**src/rtl/pipe_hazard_ctrl_pkg.sv**
```systemverilog
// rtl/pipe_hazard_ctrl_pkg.sv - shared state encoding and PC mux select codes
package pipe_hazard_ctrl_pkg;

    typedef enum logic [2:0] {
        ST_RUN       = 3'd0,
        ST_STALL     = 3'd1,
        ST_INT_DRAIN = 3'd2,
        ST_INT_PUSH  = 3'd3,
        ST_INT_VEC   = 3'd4
    } state_t;

    typedef logic [1:0] pc_src_t;

    // PC mux select codes, shared with the PC mux in the fetch stage
    localparam pc_src_t PC_SRC_SEQ = 2'b00;
    localparam pc_src_t PC_SRC_BR  = 2'b01;
    localparam pc_src_t PC_SRC_VEC = 2'b10;

endpackage

```
**src/rtl/pipe_hazard_ctrl_if.sv**
```systemverilog
// rtl/pipe_hazard_ctrl_if.sv - pipeline observation inputs and control outputs of the hazard unit
interface pipe_hazard_ctrl_if
    import pipe_hazard_ctrl_pkg::*;
#(
    parameter int RIDX_W = 2
);
    logic              id_ex_MemRead;
    logic [RIDX_W-1:0] id_ex_RegDistidx;
    logic [RIDX_W-1:0] if_id_ra;
    logic [RIDX_W-1:0] if_id_rb;
    logic              if_id_use_ra;
    logic              if_id_use_rb;
    logic              br_taken;
    logic              intr_req;
    logic              int_en;

    logic              pc_write;
    logic              if_id_write;
    logic              if_id_flush;
    logic              id_ex_flush;
    pc_src_t           pc_src;
    logic              int_push;
    logic              int_ack;
    logic              busy;

    // pipeline side: presents stage state, consumes control
    modport master (
        output id_ex_MemRead, id_ex_RegDistidx, if_id_ra, if_id_rb,
               if_id_use_ra, if_id_use_rb, br_taken, intr_req, int_en,
        input  pc_write, if_id_write, if_id_flush, id_ex_flush,
               pc_src, int_push, int_ack, busy
    );

    // hazard controller side
    modport slave (
        input  id_ex_MemRead, id_ex_RegDistidx, if_id_ra, if_id_rb,
               if_id_use_ra, if_id_use_rb, br_taken, intr_req, int_en,
        output pc_write, if_id_write, if_id_flush, id_ex_flush,
               pc_src, int_push, int_ack, busy
    );

endinterface

```
**src/rtl/pipe_hazard_ctrl_load_use_detect.sv**
```systemverilog
// rtl/pipe_hazard_ctrl_load_use_detect.sv - load-use hazard compare between EX destination and ID sources
module pipe_hazard_ctrl_load_use_detect #(
    parameter int RIDX_W = 2
) (
    input  logic              i_mem_read,
    input  logic [RIDX_W-1:0] i_dst,
    input  logic [RIDX_W-1:0] i_ra,
    input  logic [RIDX_W-1:0] i_rb,
    input  logic              i_use_ra,
    input  logic              i_use_rb,
    output logic              o_load_use
);

    // A source only matters when the ID instruction actually reads it
    assign o_load_use = i_mem_read &
                        ((i_use_ra & (i_ra == i_dst)) |
                         (i_use_rb & (i_rb == i_dst)));

endmodule

```
**src/rtl/pipe_hazard_ctrl.sv**
```systemverilog
// rtl/pipe_hazard_ctrl.sv - stall/flush/PC control FSM for load-use, branch squash and interrupt entry
module pipe_hazard_ctrl
    import pipe_hazard_ctrl_pkg::*;
#(
    parameter int LOAD_STALL_CYC = 1,
    parameter int DRAIN_CYC      = 2,
    parameter int RIDX_W         = 2
) (
    input  logic                clk,
    input  logic                rst,
    pipe_hazard_ctrl_if.slave   bus
);

    localparam logic [1:0] STALL_RELOAD = 2'(LOAD_STALL_CYC - 1);
    localparam logic [1:0] DRAIN_RELOAD = 2'(DRAIN_CYC);

    state_t     r_state;
    state_t     w_next_state;
    logic [1:0] r_cnt;
    logic [1:0] w_next_cnt;
    logic [1:0] w_cnt_dec;
    logic       r_int_pend;
    logic       w_int_req;
    logic       w_load_use;

    logic       w_pc_write;
    logic       w_if_id_write;
    logic       w_if_id_flush;
    logic       w_id_ex_flush;
    pc_src_t    w_pc_src;
    logic       w_int_push;
    logic       w_int_ack;
    logic       w_busy;

    pipe_hazard_ctrl_load_use_detect #(
        .RIDX_W (RIDX_W)
    ) u_load_use_detect (
        .i_mem_read (bus.id_ex_MemRead),
        .i_dst      (bus.id_ex_RegDistidx),
        .i_ra       (bus.if_id_ra),
        .i_rb       (bus.if_id_rb),
        .i_use_ra   (bus.if_id_use_ra),
        .i_use_rb   (bus.if_id_use_rb),
        .o_load_use (w_load_use)
    );

    assign w_int_req = bus.intr_req & bus.int_en;
    assign w_cnt_dec = (r_cnt != 2'd0) ? (r_cnt - 2'd1) : 2'd0;

    // Next-state and output decode; reset overrides everything at the end
    always_comb begin
        w_next_state  = r_state;
        w_next_cnt    = r_cnt;
        w_pc_write    = 1'b1;
        w_if_id_write = 1'b1;
        w_if_id_flush = 1'b0;
        w_id_ex_flush = 1'b0;
        w_pc_src      = PC_SRC_SEQ;
        w_int_push    = 1'b0;
        w_int_ack     = 1'b0;
        w_busy        = (r_state != ST_RUN);

        case (r_state)
            ST_RUN: begin
                if (bus.br_taken) begin
                    w_pc_src      = PC_SRC_BR;
                    w_if_id_flush = 1'b1;
                    w_id_ex_flush = 1'b1;
                end else if (w_load_use) begin
                    w_pc_write    = 1'b0;
                    w_if_id_write = 1'b0;
                    w_id_ex_flush = 1'b1;
                    if (LOAD_STALL_CYC > 1) begin
                        w_next_state = ST_STALL;
                        w_next_cnt   = STALL_RELOAD;
                    end
                end else if (r_int_pend) begin
                    // the ID instruction still advances into EX; fetch is held and squashed
                    w_pc_write    = 1'b0;
                    w_if_id_flush = 1'b1;
                    w_next_state  = ST_INT_DRAIN;
                    w_next_cnt    = DRAIN_RELOAD;
                end
            end
            ST_STALL: begin
                if (bus.br_taken) begin
                    w_pc_src      = PC_SRC_BR;
                    w_if_id_flush = 1'b1;
                    w_id_ex_flush = 1'b1;
                    w_next_state  = ST_RUN;
                    w_next_cnt    = 2'd0;
                end else begin
                    w_pc_write    = 1'b0;
                    w_if_id_write = 1'b0;
                    w_id_ex_flush = 1'b1;
                    w_next_cnt    = w_cnt_dec;
                    if (r_cnt <= 2'd1) w_next_state = ST_RUN;
                end
            end
            ST_INT_DRAIN: begin
                w_pc_write    = 1'b0;
                w_if_id_flush = 1'b1;
                w_id_ex_flush = 1'b1;
                // a late branch redirects the PC so the pushed return address is its target
                if (bus.br_taken) begin
                    w_pc_src   = PC_SRC_BR;
                    w_pc_write = 1'b1;
                end
                w_next_cnt = w_cnt_dec;
                if (r_cnt <= 2'd1) w_next_state = ST_INT_PUSH;
            end
            ST_INT_PUSH: begin
                w_int_push    = 1'b1;
                w_pc_write    = 1'b0;
                w_if_id_flush = 1'b1;
                w_id_ex_flush = 1'b1;
                w_next_state  = ST_INT_VEC;
            end
            ST_INT_VEC: begin
                w_pc_src      = PC_SRC_VEC;
                w_if_id_flush = 1'b1;
                w_int_ack     = 1'b1;
                w_next_state  = ST_RUN;
            end
            default: begin
                w_next_state = ST_RUN;
                w_next_cnt   = 2'd0;
            end
        endcase

        if (rst) begin
            w_pc_write    = 1'b0;
            w_if_id_write = 1'b0;
            w_if_id_flush = 1'b1;
            w_id_ex_flush = 1'b1;
            w_pc_src      = PC_SRC_SEQ;
            w_int_push    = 1'b0;
            w_int_ack     = 1'b0;
            w_busy        = 1'b0;
        end
    end

    // State, counter and pending-interrupt registers; ack clears pending unless still requested
    always_ff @(posedge clk or posedge rst) begin
        if (rst) begin
            r_state    <= ST_RUN;
            r_cnt      <= 2'd0;
            r_int_pend <= 1'b0;
        end else begin
            r_state    <= w_next_state;
            r_cnt      <= w_next_cnt;
            r_int_pend <= w_int_ack ? w_int_req : (r_int_pend | w_int_req);
        end
    end

    assign bus.pc_write    = w_pc_write;
    assign bus.if_id_write = w_if_id_write;
    assign bus.if_id_flush = w_if_id_flush;
    assign bus.id_ex_flush = w_id_ex_flush;
    assign bus.pc_src      = w_pc_src;
    assign bus.int_push    = w_int_push;
    assign bus.int_ack     = w_int_ack;
    assign bus.busy        = w_busy;

endmodule

```
**src/flat_wrapper.sv**
```systemverilog
// flat-port wrapper written by rule: the top's interface ports become plain ports
module pipe_hazard_ctrl_flat import pipe_hazard_ctrl_pkg::*;
#(
    parameter int LOAD_STALL_CYC = 1,
    parameter int DRAIN_CYC      = 2,
    parameter int RIDX_W         = 2
)
  (clk, rst, bus_id_ex_MemRead, bus_id_ex_RegDistidx, bus_if_id_ra, bus_if_id_rb, bus_if_id_use_ra, bus_if_id_use_rb, bus_br_taken, bus_intr_req, bus_int_en, bus_pc_write, bus_if_id_write, bus_if_id_flush, bus_id_ex_flush, bus_pc_src, bus_int_push, bus_int_ack, bus_busy);
  pipe_hazard_ctrl_if #(.RIDX_W(RIDX_W)) bus_i ();
  input  logic clk;
  input  logic rst;
  input wire logic [$bits(bus_i.id_ex_MemRead)-1:0] bus_id_ex_MemRead;
  input wire logic [$bits(bus_i.id_ex_RegDistidx)-1:0] bus_id_ex_RegDistidx;
  input wire logic [$bits(bus_i.if_id_ra)-1:0] bus_if_id_ra;
  input wire logic [$bits(bus_i.if_id_rb)-1:0] bus_if_id_rb;
  input wire logic [$bits(bus_i.if_id_use_ra)-1:0] bus_if_id_use_ra;
  input wire logic [$bits(bus_i.if_id_use_rb)-1:0] bus_if_id_use_rb;
  input wire logic [$bits(bus_i.br_taken)-1:0] bus_br_taken;
  input wire logic [$bits(bus_i.intr_req)-1:0] bus_intr_req;
  input wire logic [$bits(bus_i.int_en)-1:0] bus_int_en;
  output wire logic [$bits(bus_i.pc_write)-1:0] bus_pc_write;
  output wire logic [$bits(bus_i.if_id_write)-1:0] bus_if_id_write;
  output wire logic [$bits(bus_i.if_id_flush)-1:0] bus_if_id_flush;
  output wire logic [$bits(bus_i.id_ex_flush)-1:0] bus_id_ex_flush;
  output wire logic [$bits(bus_i.pc_src)-1:0] bus_pc_src;
  output wire logic [$bits(bus_i.int_push)-1:0] bus_int_push;
  output wire logic [$bits(bus_i.int_ack)-1:0] bus_int_ack;
  output wire logic [$bits(bus_i.busy)-1:0] bus_busy;
  assign bus_i.id_ex_MemRead = bus_id_ex_MemRead;
  assign bus_i.id_ex_RegDistidx = bus_id_ex_RegDistidx;
  assign bus_i.if_id_ra = bus_if_id_ra;
  assign bus_i.if_id_rb = bus_if_id_rb;
  assign bus_i.if_id_use_ra = bus_if_id_use_ra;
  assign bus_i.if_id_use_rb = bus_if_id_use_rb;
  assign bus_i.br_taken = bus_br_taken;
  assign bus_i.intr_req = bus_intr_req;
  assign bus_i.int_en = bus_int_en;
  assign bus_pc_write = bus_i.pc_write;
  assign bus_if_id_write = bus_i.if_id_write;
  assign bus_if_id_flush = bus_i.if_id_flush;
  assign bus_id_ex_flush = bus_i.id_ex_flush;
  assign bus_pc_src = bus_i.pc_src;
  assign bus_int_push = bus_i.int_push;
  assign bus_int_ack = bus_i.int_ack;
  assign bus_busy = bus_i.busy;
  pipe_hazard_ctrl #(.LOAD_STALL_CYC(LOAD_STALL_CYC), .DRAIN_CYC(DRAIN_CYC), .RIDX_W(RIDX_W)) u_core (.clk(clk), .rst(rst), .bus(bus_i));
endmodule
```
**config.mk**
```make
export PLATFORM = sky130hd
export DESIGN_NAME = pipe_hazard_ctrl_flat
export DESIGN_NICKNAME = d
export VERILOG_FILES = /design/src/rtl/pipe_hazard_ctrl_pkg.sv /design/src/rtl/pipe_hazard_ctrl_if.sv /design/src/rtl/pipe_hazard_ctrl_load_use_detect.sv /design/src/rtl/pipe_hazard_ctrl.sv /design/src/flat_wrapper.sv
export SDC_FILE = /design/constraint.sdc
export NUM_CORES = 1
export LEC_CHECK = 0
export ABC_AREA = 1
export ABC_CLOCK_PERIOD_IN_PS = 2700
export BUFFER_PORTS_ARGS = -buffer_cell sky130_fd_sc_hd__clkbuf_2
export CORE_AREA = 4 4 41 43
export CTS_CLUSTER_SIZE = 8
export DETAILED_ROUTE_END_ITERATION = 12
export DIE_AREA = 0 0 45 47
export PLACE_DENSITY = 0.67
export SLEW_MARGIN = 40
export SYNTH_ARGS = -nofsm -noshare
export SYNTH_HDL_FRONTEND = slang
export SYNTH_SLANG_ARGS = --single-unit
```
**constraint.sdc**
```tcl
create_clock -name clk -period 2.7 [get_ports clk]
set_input_delay 0.405 -clock clk [delete_from_list [all_inputs] [get_ports clk]]
set_output_delay 0.405 -clock clk [all_outputs]
set_load 0.02 [all_outputs]
```
# Word level (Yosys, flattened, before mapping)
# Cells that the tools add are included.
[classes]
eq_ne = 11
n_reduce_logical = 10
n_mux = 41
addsub = 1
magnitude_cmp = 1
bitwise = 7
[ops]
columns = ["cell", "count"]
rows = [
  ["two-way mux 1 bit", 22],
  ["two-way mux 3 bit", 6],
  ["two-way mux 2 bit", 6],
  ["case mux 3 bit (4 select lines)", 1],
  ["OR reduction 3 bit", 3],
  ["case mux 2 bit (4 select lines)", 1],
  ["== test 3 x 2 -> 1 bit, second input constant", 2],
  ["case mux 1 bit (3 select lines)", 2],
  ["AND reduction 5 bit", 1],
  ["bitwise AND 1 bit", 4],
  ["== test 2 bit", 2],
  ["!= test 2 x 1 -> 1 bit, second input constant", 2],
  ["!= test 2 bit, second input constant", 2],
  ["case mux 1 bit (2 select lines)", 2],
  ["case mux 2 bit (2 select lines)", 1],
  ["AND reduction 4 bit", 1],
  ["OR reduction 2 bit", 2],
  ["== test 3 x 1 -> 1 bit, second input constant", 1],
  ["== test 3 bit, second input constant", 1],
  ["logical NOT 3 bit", 1],
  ["!= test 3 x 2 -> 1 bit, second input constant", 1],
  ["nonzero test 3 bit", 1],
  ["<= comparator 2 x 1 -> 1 bit, second input constant", 1],
  ["OR 1 bit", 2],
  ["other kinds (3)", 3],
]
[word_totals]
in_bits = 14
word_cells = 74
ff_bits = 6
out_inout_bits = 9

# Logic depth before layout (Yosys ltp)
[logic_depth]
word_depth = 8
depth_mapped = 11
ltp_nobuf = 11

# Hierarchy
# From an unflattened synthesis, not the netlist that was laid out.
[hier_totals]
cells_unflattened = 91
area_unflattened_um2 = 550.5
[modules_own_cells]
columns = ["module", "n_inst", "cells_per_inst", "seq_area_each_um2", "area_per_inst_um2"]
rows = [
  ["pipe_hazard_ctrl", 1, 71, 150.1, 461.7],
  ["pipe_hazard_ctrl_load_use_detect", 1, 20, 0.0, 88.8],
]

# Worst setup path after synthesis
# OpenSTA, ideal clock, no wires.
[synth_path]
path_type = "input to output"
from = "in bus_id_ex_RegDistidx[0]"
to = "out bus_if_id_flush"
setup_slack_ns = 1.022
path_stages = 7
n_path_buf = 0
required_ns = 2.295
t_arrival_ns = 1.273
path_cell_list = "inv_1 -> or2_0 -> nand3_1 -> nand2_1 -> nand2_2 -> a21boi_0 -> o21ai_1"
[synth_via]
elab_chain_cells = 8
word_cells_on_any_way = 10
cone_classes = "2 x eq/ne; 4 x mux; 4 x bitwise"
[synth_lines]
columns = ["element", "line_no", "source"]
rows = [
  ["start, declared", "flat_wrapper.sv:13", "input wire logic [$bits(bus_i.id_ex_RegDistidx)-1:0] bus_id_ex_RegDistidx;"],
  ["== test 2 bit (on tied branches)", "pipe_hazard_ctrl_load_use_detect.sv:16, pipe_hazard_ctrl_load_use_detect.sv:17", ""],
  ["bitwise AND 1 bit (on tied branches)", "pipe_hazard_ctrl_load_use_detect.sv:16, pipe_hazard_ctrl_load_use_detect.sv:17", ""],
  ["OR 1 bit (*)", "pipe_hazard_ctrl_load_use_detect.sv:16", "((i_use_ra & (i_ra == i_dst)) |"],
  ["bitwise AND 1 bit (*)", "pipe_hazard_ctrl_load_use_detect.sv:15", "assign o_load_use = i_mem_read &"],
  ["two-way mux 1 bit (*)", "pipe_hazard_ctrl.sv:69", "end else if (w_load_use) begin"],
  ["two-way mux 1 bit (*)", "pipe_hazard_ctrl.sv:65", "if (bus.br_taken) begin"],
  ["case mux 1 bit (3 select lines) (*)", "pipe_hazard_ctrl.sv:63", "case (r_state)"],
  ["two-way mux 1 bit (*)", "pipe_hazard_ctrl.sv:131", "if (rst) begin"],
  ["end, declared", "flat_wrapper.sv:23", "output wire logic [$bits(bus_i.if_id_flush)-1:0] bus_if_id_flush;"],
]
# Every way passes the cells marked *; elsewhere a longest branch is shown, timed or not.

# Worst setup path after layout
[layout_path]
from = "reg u_core.r_state[2]"
to = "out bus_if_id_flush"
[layout_via]
elab_chain_cells = 4
word_cells_on_any_way = 8
cone_classes = "4 x eq/ne; 2 x mux; 2 x reduce/logical"
[layout_lines]
columns = ["element", "line_no", "source"]
rows = [
  ["start, declared", "pipe_hazard_ctrl.sv:17", "state_t r_state;"],
  ["start signal, assigned", "pipe_hazard_ctrl.sv:150", "r_state <= w_next_state;"],
  ["== test 3 bit / == test 3 x 2 -> 1 bit (equally long branches)", "pipe_hazard_ctrl.sv:63", ""],
  ["OR reduction 3 bit (no line)", "--", ""],
  ["case mux 1 bit (3 select lines) (*)", "pipe_hazard_ctrl.sv:63", ""],
  ["two-way mux 1 bit (*)", "pipe_hazard_ctrl.sv:131", ""],
]
# Marks and branches as above.

==> metrics.csv <==
stage;metric;value;unit
status;status;finished clean;
detailed_routing;Routed WL;1155;um
sta;Max Slew Vio Count;0;
cells_and_area;Syn-to-layout area delta;28.85;%
clock_network;post-CTS setup buffers;0;
setup_path;Required @ worst endpoint;2.30;ns
sta;Period minus WS final;1.852;ns
sta;f_max;539.8;MHz
setup_path;Worst Setup SP;u_core.r_state[2]$_DFFE_PP0P_;
clock_network;CTS tree;done;
power_and_ir_drop;Logic pwr share;59.0;%
setup_path;critical path's slowest cell;dfrtp_1;
clock_network;Reg clk slew, reported paths;0.04;ns
global_routing;Total GRT Usage;12.63;%
placement;HPWL Detailed;1004;um
sta;Slew @ Worst Pin;0.2892;ns
setup_path;delay-heaviest family, CP;flip-flops;
sta;Final setup viols;0;
run;# Max-Cap Violations;0;
detailed_routing;first-pass iteration count of the detailed router;4;
power_and_ir_drop;Internal;294.7;uW
power_and_ir_drop;Sequential Power Share;27.0;%
floorplanning;Die Wd;45;um
cells_and_area;commonest non-fill, non-tap cell in the layout;nand2_1;
clock_network;# hold bufs at CTS;0;
clock_network;CTS Buf Count;3;
power_and_ir_drop;switch share;49.46;%
placement;# port buffers;22;
setup_path;Critical Path, Cell by Cell;inv_2, nand2_4, nor2_1, a21boi_0, o21ai_1, clkbuf_2;
detailed_routing;post-detailed-route DRC marker count;0;
global_routing;initial antenna violation count;0;
clock_network;root buffer selected by CTS;clkbuf_4;
floorplanning;Starting Density;39.33;%
detailed_routing;vias per cell;4.690;
setup_path;Crit. End Element;output port;
detailed_routing;vias;591;
cells_and_area;fillcell total;140;
placement;GPL Wtd Cong;0.8404;
hold_path;Hold Path Class;input pin to asynchronous set/reset pin;
setup_path;Reg-to-Reg End;u_core.r_cnt[1]$_DFFE_PP0P_;
setup_path;CP max FO;5;
synth;register area share after synthesis;29.34;%
cells_and_area;final core occ;50.67;%
sta;RSZ-0062 raised after global routing;false;
synth;Avg Cell Area, Syn;5.882;um^2
cells_and_area;ant diodes;0;
global_routing;number of global-route vias before repair;551;
sta;crit share post-route;68.61;%
global_routing;largest net degree at the start of global routing;9;
sta;final setup TNS;0;ns
setup_path;Worst R2R Start;u_core.r_state[2]$_DFFE_PP0P_;
synth;Mapped Area;511.7;um^2
placement;placed insts;123;
clock_network;PostCTS Resize Cnt;0;
clock_network;# H-tree levels;1;
sta;Setup Skew;0.001198;ns
cells_and_area;most frequent cells in the layout;nand2_1, clkbuf_2, inv_1;
synth;yosys warns;0;
setup_path;Worst R2R Setup Slack;1.45;ns
sta;Fin. Hold Viols;0;
synth;post-synthesis register bit count;6;
cells_and_area;share of cells above drive strength 1;32.43;%
power_and_ir_drop;leakage power;0.4055;nW
synth;Post-Syn Nets;101;
floorplanning;Die H;47;um
setup_path;Stages on worst setup path;6;
synth;Cell variety after synth;18;
detailed_routing;drt wl/cell;9.167;um
power_and_ir_drop;PwrDens;884.2;nW/um^2
setup_path;critical path class;flip-flop to output port;
setup_path;element type at the critical path start;flip-flop;
global_routing;first-pass GRT wire length;1952;um
setup_path;CP peak stage delay;0.39;ns
power_and_ir_drop;power share of the clock group;14.0;%
clock_network;Sink Count;6;
floorplanning;Die Area;2115;um^2
detailed_routing;post-route ant nets;0;
power_and_ir_drop;Net Switching;288.4;uW
floorplanning;IO Pins;23;
clock_network;clk buf depth;2;
setup_path;crit path DAT;1.45;ns
sta;Worst slew margin;80.70;%
detailed_routing;1st-iter DRT viols;4;
cells_and_area;Layout Cells excl Fill;126;
synth;Mapped Cells;87;
setup_path;Worst Reg2Reg Path Length in Cells;8;
power_and_ir_drop;Max VDD drop;0.4005;mV
setup_path;CP Buf/Inv Count;2;
floorplanning;core area;1301;um^2
cells_and_area;final layout net count;127;
floorplanning;number of placement rows;13;
clock_network;Skew-Pair Late Insertion Delay;0.24;ns
global_routing;GRT overflow;0;
==> cell type report <==
class / instances / area [um^2] / share of cell area (%)
Clock buffer: 3 / 22.52 / 3.416
Inverter: 17 / 63.81 / 9.677
Multi-Input combinational cell: 63 / 294.0 / 44.59
Sequential cell: 6 / 150.1 / 22.77
Tap cell: 15 / 18.77 / 2.846
Timing Repair Buffer: 22 / 110.1 / 16.70
==> worst max path at each step <==
| stage | slack (ns) | endpoint |
|---|---|---|
| 2_1_floorplan | 1.02 | bus_if_id_flush |
| 3_3_place_gp | 0.94 | bus_if_id_flush |
| 3_5_place_dp | 0.90 | bus_if_id_flush |
| 4_1_cts | 0.84 | bus_if_id_flush |
| 5_1_grt | 0.70 | bus_if_id_flush |
| 6_report | 0.85 | bus_if_id_flush |
==> flip-flops by register name (all words and copies together), names as in the netlist <==
signal / count
u_core.r_cnt: 2
u_core.r_int_pend: 1
u_core.r_state: 3
==> cells in the mapped netlist <==
cell      count  share of area (%)
nor3_2        1                2.0
nand4_1       1                1.2
o21ai_0       4                3.9
inv_2         3                2.2
nand2_4       1                2.2
nand3_1       5                4.9
or2_0         2                2.4
nand2_2       4                4.9
inv_1        14                 10
nor2_1       11                8.1
a31oi_1       1                1.2
nand2_1      27                 20
a21oi_1       1               0.98
a21boi_0      1                1.5
nor2_2        2                2.4
dfrtp_1       6                 29
o21ai_1       2                2.0
clkbuf_1      1               0.73
==> power groups by stage <==
stage	logic (mW)	registers [mW]	clock network [mW]
floorplan	0.267	0.154	0
global placement	0.343	0.158	0
detailed placement	0.345	0.159	0
CTS	0.348	0.158	0.0848
global route	0.393	0.163	0.0907
finish	0.344	0.157	0.0819
==> through the flow <==
step | hold slack, ns | area (um^2) | total power [mW] | setup slack [ns]
4_1_cts | 0.1790 | 659.4 | 0.5904 | 0.8442
3_5_place_dp | 0.4359 | 636.9 | 0.5040 | 0.9024
6_report | 0.1791 | 659.4 | 0.5830 | 0.8476
3_3_place_gp | 0.4363 | 636.9 | 0.5016 | 0.9369
5_1_grt | 0.1994 | 659.4 | 0.6467 | 0.6956
2_1_floorplan | 0.3937 | 511.7 | 0.4213 | 1.022
==> metal layers <==
| metal | vias up | GRT usage (%) | part of all wire [%] |
|---|---|---|---|
| met1 | 260 | 13.39 | 43 |
| met3 | 2 | 3.065 | 8.4 |
| met4 | 0 | 7.018 | 0.69 |
| li1 | 313 | - | - |
| met5 | - | 0 | 0 |
| met2 | 16 | 22.88 | 48 |
==> kinds of logic (layout without fill, tap and decap cells) <==
| family | count (synthesis) | count (layout) | synth area share [%] |
|---|---|---|---|
| simple gates | 54 | 54 | 47.92 |
| buf+inv | 18 | 42 | 13.20 |
| flops | 6 | 6 | 29.34 |
| compound gates | 9 | 9 | 9.536 |
No activity file was read; power rests on OpenSTA's default activity.
